--- config.mk ---
export PLATFORM = sky130hd
export DESIGN_NAME = pll_reconfig_seq
export DESIGN_NICKNAME = d
export VERILOG_FILES = /design/src/rtl/pll_reconfig_seq.sv
export SDC_FILE = /design/constraint.sdc
export NUM_CORES = 1
export LEC_CHECK = 0
export BUFFER_PORTS_ARGS = -buffer_cell sky130_fd_sc_hd__buf_2
export CELL_PAD_IN_SITES_DETAIL_PLACEMENT = 1
export CELL_PAD_IN_SITES_GLOBAL_PLACEMENT = 1
export CORE_AREA = 2 2 99 101
export DETAILED_ROUTE_END_ITERATION = 16
export DIE_AREA = 0 0 101 103
export GPL_TIMING_DRIVEN = 1
export PLACE_DENSITY_LB_ADDON = 0.1
export SLEW_MARGIN = 30
export SYNTH_ARGS = -nofsm -noshare
export SYNTH_HDL_FRONTEND = slang
export SYNTH_SLANG_ARGS = --single-unit
export TNS_END_PERCENT = 20
--- constraint.sdc ---
create_clock -name clock -period 3.2 [get_ports clock]
set_clock_uncertainty 0.05 [all_clocks]
set_input_delay 0.16 -clock clock [delete_from_list [all_inputs] [get_ports clock]]
set_output_delay 0.16 -clock clock [all_outputs]
set_load 0.03 [all_outputs]
--- src/rtl/pll_reconfig_seq.sv ---
// Run-time PLL retuning sequencer: scans N/M/C divider settings into pllrcfg, triggers reconfig, waits for lock.
// Optional macro PLL_RETRY_EN: on lock timeout pulse pll_areset and retry up to MAX_RETRY times.
module pll_reconfig_seq #(
  parameter int unsigned FACTOR_W     = 8,
  parameter int unsigned NUM_CH       = 2,
  parameter int unsigned LOCK_TIMEOUT = 65535,
  parameter int unsigned MAX_RETRY    = 3
) (
  input  logic                       clock,
  input  logic                       reset_n,
  input  logic                       req_valid,
  output logic                       req_ready,
  input  logic [FACTOR_W-1:0]        req_m,
  input  logic [FACTOR_W-1:0]        req_n,
  input  logic [NUM_CH*FACTOR_W-1:0] req_c,
  output logic                       done,
  output logic                       error,
  output logic                       stable,
  input  logic                       rc_busy,
  output logic                       rc_write_param,
  output logic [3:0]                 rc_counter_type,
  output logic [2:0]                 rc_counter_param,
  output logic [8:0]                 rc_data_in,
  output logic                       rc_reconfig,
  input  logic                       pll_locked,
  output logic                       pll_areset
);
  localparam int unsigned NUM_CNT = NUM_CH + 2;
  localparam int unsigned IDX_W   = $clog2(NUM_CNT);
  localparam int unsigned LOCK_W  = $clog2(LOCK_TIMEOUT + 1);
  localparam int unsigned RTRY_W  = $clog2(MAX_RETRY + 2);
  localparam int unsigned FW1     = FACTOR_W + 1;

  typedef enum logic [3:0] {
    S_IDLE, S_WR, S_WBUSY_H, S_WBUSY_L, S_RCFG, S_RBUSY_H, S_RBUSY_L, S_LOCK, S_ARESET
  } state_e;

  state_e                state_q, state_d;
  logic [FACTOR_W-1:0]   fac_q [NUM_CNT];
  logic [FACTOR_W-1:0]   fac_d [NUM_CNT];
  logic [IDX_W-1:0]      idx_q, idx_d;
  logic [1:0]            prm_q, prm_d;
  logic [3:0]            wait_q, wait_d;
  logic [LOCK_W-1:0]     lock_cnt_q, lock_cnt_d;
  logic                  lock_seen_q, lock_seen_d;
  logic [RTRY_W-1:0]     retry_q, retry_d;
  logic                  ready_q, ready_d, done_q, done_d, err_q, err_d, stable_q, stable_d;
  logic                  wp_q, wp_d, rcfg_q, rcfg_d, areset_q, areset_d;
  logic [3:0]            type_q, type_d;
  logic [2:0]            param_q, param_d;
  logic [8:0]            data_q, data_d;
  logic [FACTOR_W-1:0]   cur_f;
  logic                  any_zero, last_prm, last_cnt, adv, enter_lock;

  // Parameter slot order per counter: bypass, high, low, odd.
  function automatic logic [2:0] pcode(input logic [1:0] p);
    case (p)
      2'd0:    pcode = 3'b100;
      2'd1:    pcode = 3'b000;
      2'd2:    pcode = 3'b001;
      default: pcode = 3'b101;
    endcase
  endfunction

  function automatic logic [8:0] pval(input logic [FACTOR_W-1:0] f, input logic [1:0] p);
    logic [FACTOR_W:0] hi;
    hi = ({1'b0, f} + FW1'(1)) >> 1;
    case (p)
      2'd0:    pval = 9'(f == FACTOR_W'(1));
      2'd1:    pval = 9'(hi);
      2'd2:    pval = 9'(f >> 1);
      default: pval = 9'(f[0]);
    endcase
  endfunction

  function automatic logic [3:0] ctype(input logic [IDX_W-1:0] i);
    if (i < IDX_W'(2)) ctype = 4'(i);
    else               ctype = 4'(i) + 4'd2;
  endfunction

  // Next-state and registered-output logic.
  always_comb begin
    state_d     = state_q;
    fac_d       = fac_q;
    idx_d       = idx_q;
    prm_d       = prm_q;
    wait_d      = wait_q;
    lock_cnt_d  = lock_cnt_q;
    lock_seen_d = lock_seen_q;
    retry_d     = retry_q;
    type_d      = type_q;
    param_d     = param_q;
    data_d      = data_q;
    err_d       = err_q;
    done_d      = 1'b0;
    wp_d        = 1'b0;
    rcfg_d      = 1'b0;
    adv         = 1'b0;
    enter_lock  = 1'b0;
    cur_f       = fac_q[idx_q];
    last_prm    = (cur_f == FACTOR_W'(1)) || (prm_q == 2'd3);
    last_cnt    = (idx_q == IDX_W'(NUM_CNT - 1));
    any_zero    = (req_n == '0) || (req_m == '0);
    for (int i = 0; i < NUM_CH; i++) begin
      if (req_c[i*FACTOR_W +: FACTOR_W] == '0) any_zero = 1'b1;
    end

    case (state_q)
      S_IDLE: begin
        if (req_valid) begin
          fac_d[0] = req_n;
          fac_d[1] = req_m;
          for (int i = 0; i < NUM_CH; i++) fac_d[i+2] = req_c[i*FACTOR_W +: FACTOR_W];
          retry_d = '0;
          err_d   = any_zero;
          if (!any_zero) begin
            idx_d   = '0;
            prm_d   = '0;
            state_d = S_WR;
          end
        end
      end
      S_WR: begin
        type_d  = ctype(idx_q);
        param_d = pcode(prm_q);
        data_d  = pval(cur_f, prm_q);
        wp_d    = 1'b1;
        wait_d  = '0;
        state_d = S_WBUSY_H;
      end
      S_WBUSY_H: begin
        if (rc_busy)                state_d = S_WBUSY_L;
        else if (wait_q == 4'd15)   adv = 1'b1;
        else                        wait_d = wait_q + 4'd1;
      end
      S_WBUSY_L: if (!rc_busy) adv = 1'b1;
      S_RCFG: begin
        rcfg_d  = 1'b1;
        wait_d  = '0;
        state_d = S_RBUSY_H;
      end
      S_RBUSY_H: begin
        if (rc_busy)                state_d = S_RBUSY_L;
        else if (wait_q == 4'd15)   enter_lock = 1'b1;
        else                        wait_d = wait_q + 4'd1;
      end
      S_RBUSY_L: if (!rc_busy) enter_lock = 1'b1;
      S_LOCK: begin
        lock_seen_d = pll_locked;
        lock_cnt_d  = lock_cnt_q + LOCK_W'(1);
        if (pll_locked && lock_seen_q) begin
          done_d  = 1'b1;
          state_d = S_IDLE;
        end else if (lock_cnt_q == LOCK_W'(LOCK_TIMEOUT - 1)) begin
`ifdef PLL_RETRY_EN
          if (retry_q == RTRY_W'(MAX_RETRY)) begin
            err_d   = 1'b1;
            state_d = S_IDLE;
          end else begin
            retry_d = retry_q + RTRY_W'(1);
            wait_d  = '0;
            state_d = S_ARESET;
          end
`else
          err_d   = 1'b1;
          state_d = S_IDLE;
`endif
        end
      end
      S_ARESET: begin
        if (wait_q == 4'd3) enter_lock = 1'b1;
        else                wait_d = wait_q + 4'd1;
      end
      default: state_d = S_IDLE;
    endcase

    // Step to the next parameter slot, then the next counter, then reconfig.
    if (adv) begin
      if (!last_prm) begin
        prm_d   = prm_q + 2'd1;
        state_d = S_WR;
      end else if (!last_cnt) begin
        idx_d   = idx_q + IDX_W'(1);
        prm_d   = '0;
        state_d = S_WR;
      end else begin
        state_d = S_RCFG;
      end
    end
    if (enter_lock) begin
      state_d     = S_LOCK;
      lock_cnt_d  = '0;
      lock_seen_d = 1'b0;
    end

    ready_d  = (state_d == S_IDLE);
    areset_d = (state_d == S_ARESET);
    stable_d = pll_locked && (state_d == S_IDLE) && !err_d;
  end

  always_ff @(posedge clock or negedge reset_n) begin
    if (!reset_n) begin
      state_q     <= S_IDLE;
      for (int i = 0; i < NUM_CNT; i++) fac_q[i] <= '0;
      idx_q       <= '0;
      prm_q       <= '0;
      wait_q      <= '0;
      lock_cnt_q  <= '0;
      lock_seen_q <= 1'b0;
      retry_q     <= '0;
      ready_q     <= 1'b1;
      done_q      <= 1'b0;
      err_q       <= 1'b0;
      stable_q    <= 1'b0;
      wp_q        <= 1'b0;
      rcfg_q      <= 1'b0;
      areset_q    <= 1'b0;
      type_q      <= '0;
      param_q     <= '0;
      data_q      <= '0;
    end else begin
      state_q     <= state_d;
      fac_q       <= fac_d;
      idx_q       <= idx_d;
      prm_q       <= prm_d;
      wait_q      <= wait_d;
      lock_cnt_q  <= lock_cnt_d;
      lock_seen_q <= lock_seen_d;
      retry_q     <= retry_d;
      ready_q     <= ready_d;
      done_q      <= done_d;
      err_q       <= err_d;
      stable_q    <= stable_d;
      wp_q        <= wp_d;
      rcfg_q      <= rcfg_d;
      areset_q    <= areset_d;
      type_q      <= type_d;
      param_q     <= param_d;
      data_q      <= data_d;
    end
  end

  assign req_ready        = ready_q;
  assign done             = done_q;
  assign error            = err_q;
  assign stable           = stable_q;
  assign rc_write_param   = wp_q;
  assign rc_reconfig      = rcfg_q;
  assign rc_counter_type  = type_q;
  assign rc_counter_param = param_q;
  assign rc_data_in       = data_q;
  assign pll_areset       = areset_q;
endmodule

==> metrics.cfg <==
[outcome]
outcome = finished, final reports clean

[critical_path]
worstPathCellList = mux4_1 -> inv_1 -> ha_1 -> or4b_4 -> nor4_4 -> o21a_2 -> nor2_1 -> mux2_4
r2r_setup_slack_ns = 0.31
arrival_ns = 3.07
startpoint_type = register
cp-startpoint = idx_q[1]
cp.required_ns = 3.38
critPathMaxStageDelay_ns = 0.61
path_max_fanout = 11
crit_end = idx_q[0]
slowest_stage = dfrtp_1
path_class = register to register
reg2reg_to = idx_q[0]
reg2reg_from = idx_q[1]
crit_path_end_kind = register
worst-r2r-cell-count = 8

[worst_hold_path]
hold_path.class = primary input to register

[global_route]
grt_usage_pct = 20.2
grt_overflow_total = 0
antenna_found_initial = 0
grt_max_degree = 81
grt_pass1_wl_mm = 16.2
grt_pass1_vias = 3151

[drt]
ant_nets = 0
vias_per_cell = 5.47
routedWlPerCell_um = 17.2
num_vias = 3089
first_iter_violations = 68
first_pass_iters = 4
wl_mm = 9.71
drc_errors = 0

[sta]
max_freq_mhz = 346
fin_setup_tns_ns = 0
min_period_over_period_pct = 90.3
fin_crit_ns = 2.89
report.final.slew_viol_count = 0
worstMarginPinSlew_ns = 0.733
worst_slack_ns = 0.312
hold_viol_final = 0
slew_headroom_pct = 51.1
finalSetupViolCount = 0
rsz0062_at_grt = false

[cells_and_area]
design_area_um2 = 4860
drive_gt1_share_pct = 27.7
nets = 494
area_growth_pct = 17.8
diodes = 0
final_core_util_pct = 51.4

[clock_network]
htreeDepth = 3
path_clk_slew_ns = 0.08
clock_path_buffers = 2
cts.sinks = 80
ctsResizeCount = 0
cts_root_buffer = clkbuf_8
cts_tree = yes
numCtsBuffers = 9
clk_latency_ns = 0.34

[power_and_ir_drop]
p_total_uw = 4070
leakagePower_uw = 0.00232
irDropWorstVdd_v = 0.000279
powerDensity_nw_per_um2 = 837

[floorplanning]
initial_core_util_pct = 43.6
die_w_um = 101
die_y_um = 103
fp.dieArea_um2 = 10400
pin_count = 60
core_um2 = 9460
num_rows = 36

[logic_synthesis]
synth_warnings = 0
ys_types = 64
ys_seq_elements = 80
postSynthAreaPerCell_um2 = 10.8
netlist_instances = 380
synth_flop_cell = dfrtp_1
netlist_area_um2 = 4120
synth_top_area_share_pct = 48.0
synth_top_cell_by_area = dfrtp_1
async_reset_ff_share_pct = 100
yosysSeqAreaShare_pct = 48.6
synth-edff-count = 0
ys_top_cells_by_area = dfrtp_1, mux2_2, nor2_1

[run]
maxCapViolations = 0

[placed_design]
place_hpwl_mm = 6.93
portBuffers = 55
dp_slack_ns = 0.311
placedInstanceArea_um2 = 4500
place_congestion = 0.799

[synthesized netlist by cell type, types with 2 or more instances]
library cell  number
a21oi_1           12
a22o_1             4
nor3_1             9
dfrtp_1           79
mux4_1             4
buf_4              5
or4b_2             2
and3_1             6
nand2b_1           4
a31oi_1            2
nor4_1            11
ha_1              10
nand2_1           35
o21ai_0            9
clkbuf_1          14
xor2_1             8
nand4_1            7
nand3_1            7
o21bai_1           2
mux4_2             4
inv_1             13
and4b_1            2
xnor2_1           10
nor2_1            43
mux2_2            34
or3_1              5
nor3b_1            2
[worst min path at each step]
stage	start	end	slack (ns)	depth (start not counted)
floorplan	reset_n	done	-0.19	0
global placement	reset_n	rc_data_in[4]	0.35	1
detailed placement	reset_n	rc_data_in[4]	0.21	1
CTS	req_m[2]	fac_q[18]	0.001	2
global route	req_c[5]	fac_q[13]	0.004	2
finish	req_c[0]	fac_q[8]	0.02	2
[layer usage]
layer / GRT usage, % / vias up / share of wire (%)
met5: 0 / - / 0
met2: 31.8 / 49 / 47
met1: 28.7 / 1552 / 49
li1: - / 1480 / -
met3: 4.41 / 8 / 2.9
met4: 4.68 / 0 / 0.96
[per-stage QoR]
step,std cells,hold WS [ns]
floorplan,383,-0.186
global placement,536,0.351
detailed placement,536,0.211
CTS,562,0.00131
global route,565,0.00376
finish,565,0.0196
[state kept, by name (all words and copies together), names as in the netlist]
name / flops
wait_q: 4
lock_seen_q: 1
rc_counter_type: 2
rc_counter_param: 2
req_ready: 1
stable: 1
prm_q: 2
idx_q: 2
state_q: 4
rc_reconfig: 1
error: 1
pll_areset: 1
done: 1
rc_write_param: 1
fac_q: 32
rc_data_in: 8
lock_cnt_q: 16
[power breakdown]
group / internal, µW / leakage (µW) / switching [µW]
Clock: 477 / 0.000112 / 354
Sequential: 1350 / 0.00103 / 296
Combinational: 725 / 0.00118 / 861
[cells by family (layout without fill, tap and decap cells)]
group / after synthesis / count (layout) / synth area share [%]
AO/OA/AOI/OAI: 47 / 47 / 7.71
XOR/XNOR: 18 / 18 / 3.82
adder cells (fa/ha/maj): 10 / 10 / 3.03
buffers and inverters: 34 / 102 / 3.73
flip-flops: 80 / 80 / 48.6
multiplexers: 43 / 43 / 14.4
other: 1 / 4 / 0.0910
AND/OR/NAND/NOR: 147 / 147 / 18.6
[timing repair]
item / in CTS / in global routing
setup buffers: 0 / 0
endpoints found under the hold margin: 89 / 3
hold buffers: 11 / 3
[final cells by class]
type / count / area [µm²]
fillers: 1076 / 4600
repair buffers: 74 / 459
clock inverters: 3 / 65.1
clock buffers: 12 / 155
well taps: 114 / 143
flip-flops and latches: 80 / 2000
inverters: 13 / 48.8
multi-input cells: 269 / 1980
[worst max-delay path: cells and delay by family (launching register included)]
kind / cells / cell delay [ns]
AND/OR/NAND/NOR: 3 / 0.93
adder cells (fa/ha/maj): 1 / 0.15
flip-flops: 1 / 0.61
buffers and inverters: 1 / 0.10
multiplexers: 2 / 0.72
AO/OA/AOI/OAI: 1 / 0.22
[cells in the final DEF (no fill, tap or decap), types with 2 or more instances in the layout]
| cell type | count |
|---|---|
| dfrtp_1 | 79 |
| buf_2 | 54 |
| nor2_1 | 43 |
| nand2_1 | 35 |
| mux2_2 | 34 |
| dlygate4sd3_1 | 14 |
| inv_1 | 13 |
| a21oi_1 | 12 |
| nor4_1 | 11 |
| clkbuf_8 | 11 |
| xnor2_1 | 10 |
| ha_1 | 10 |
| nor3_1 | 9 |
| o21ai_0 | 9 |
| xor2_1 | 8 |
| nand4_1 | 7 |
| nand3_1 | 7 |
| and3_1 | 6 |
| or3_1 | 5 |
| buf_4 | 5 |
| mux4_1 | 4 |
| mux4_2 | 4 |
| nand2b_1 | 4 |
| a22o_1 | 4 |
| conb_1 | 4 |
| a31oi_1 | 2 |
| or4b_2 | 2 |
| o21bai_1 | 2 |
| and4b_1 | 2 |
| nor3b_1 | 2 |
| bufinv_16 | 2 |
Power figures use the tool's default switching activity.
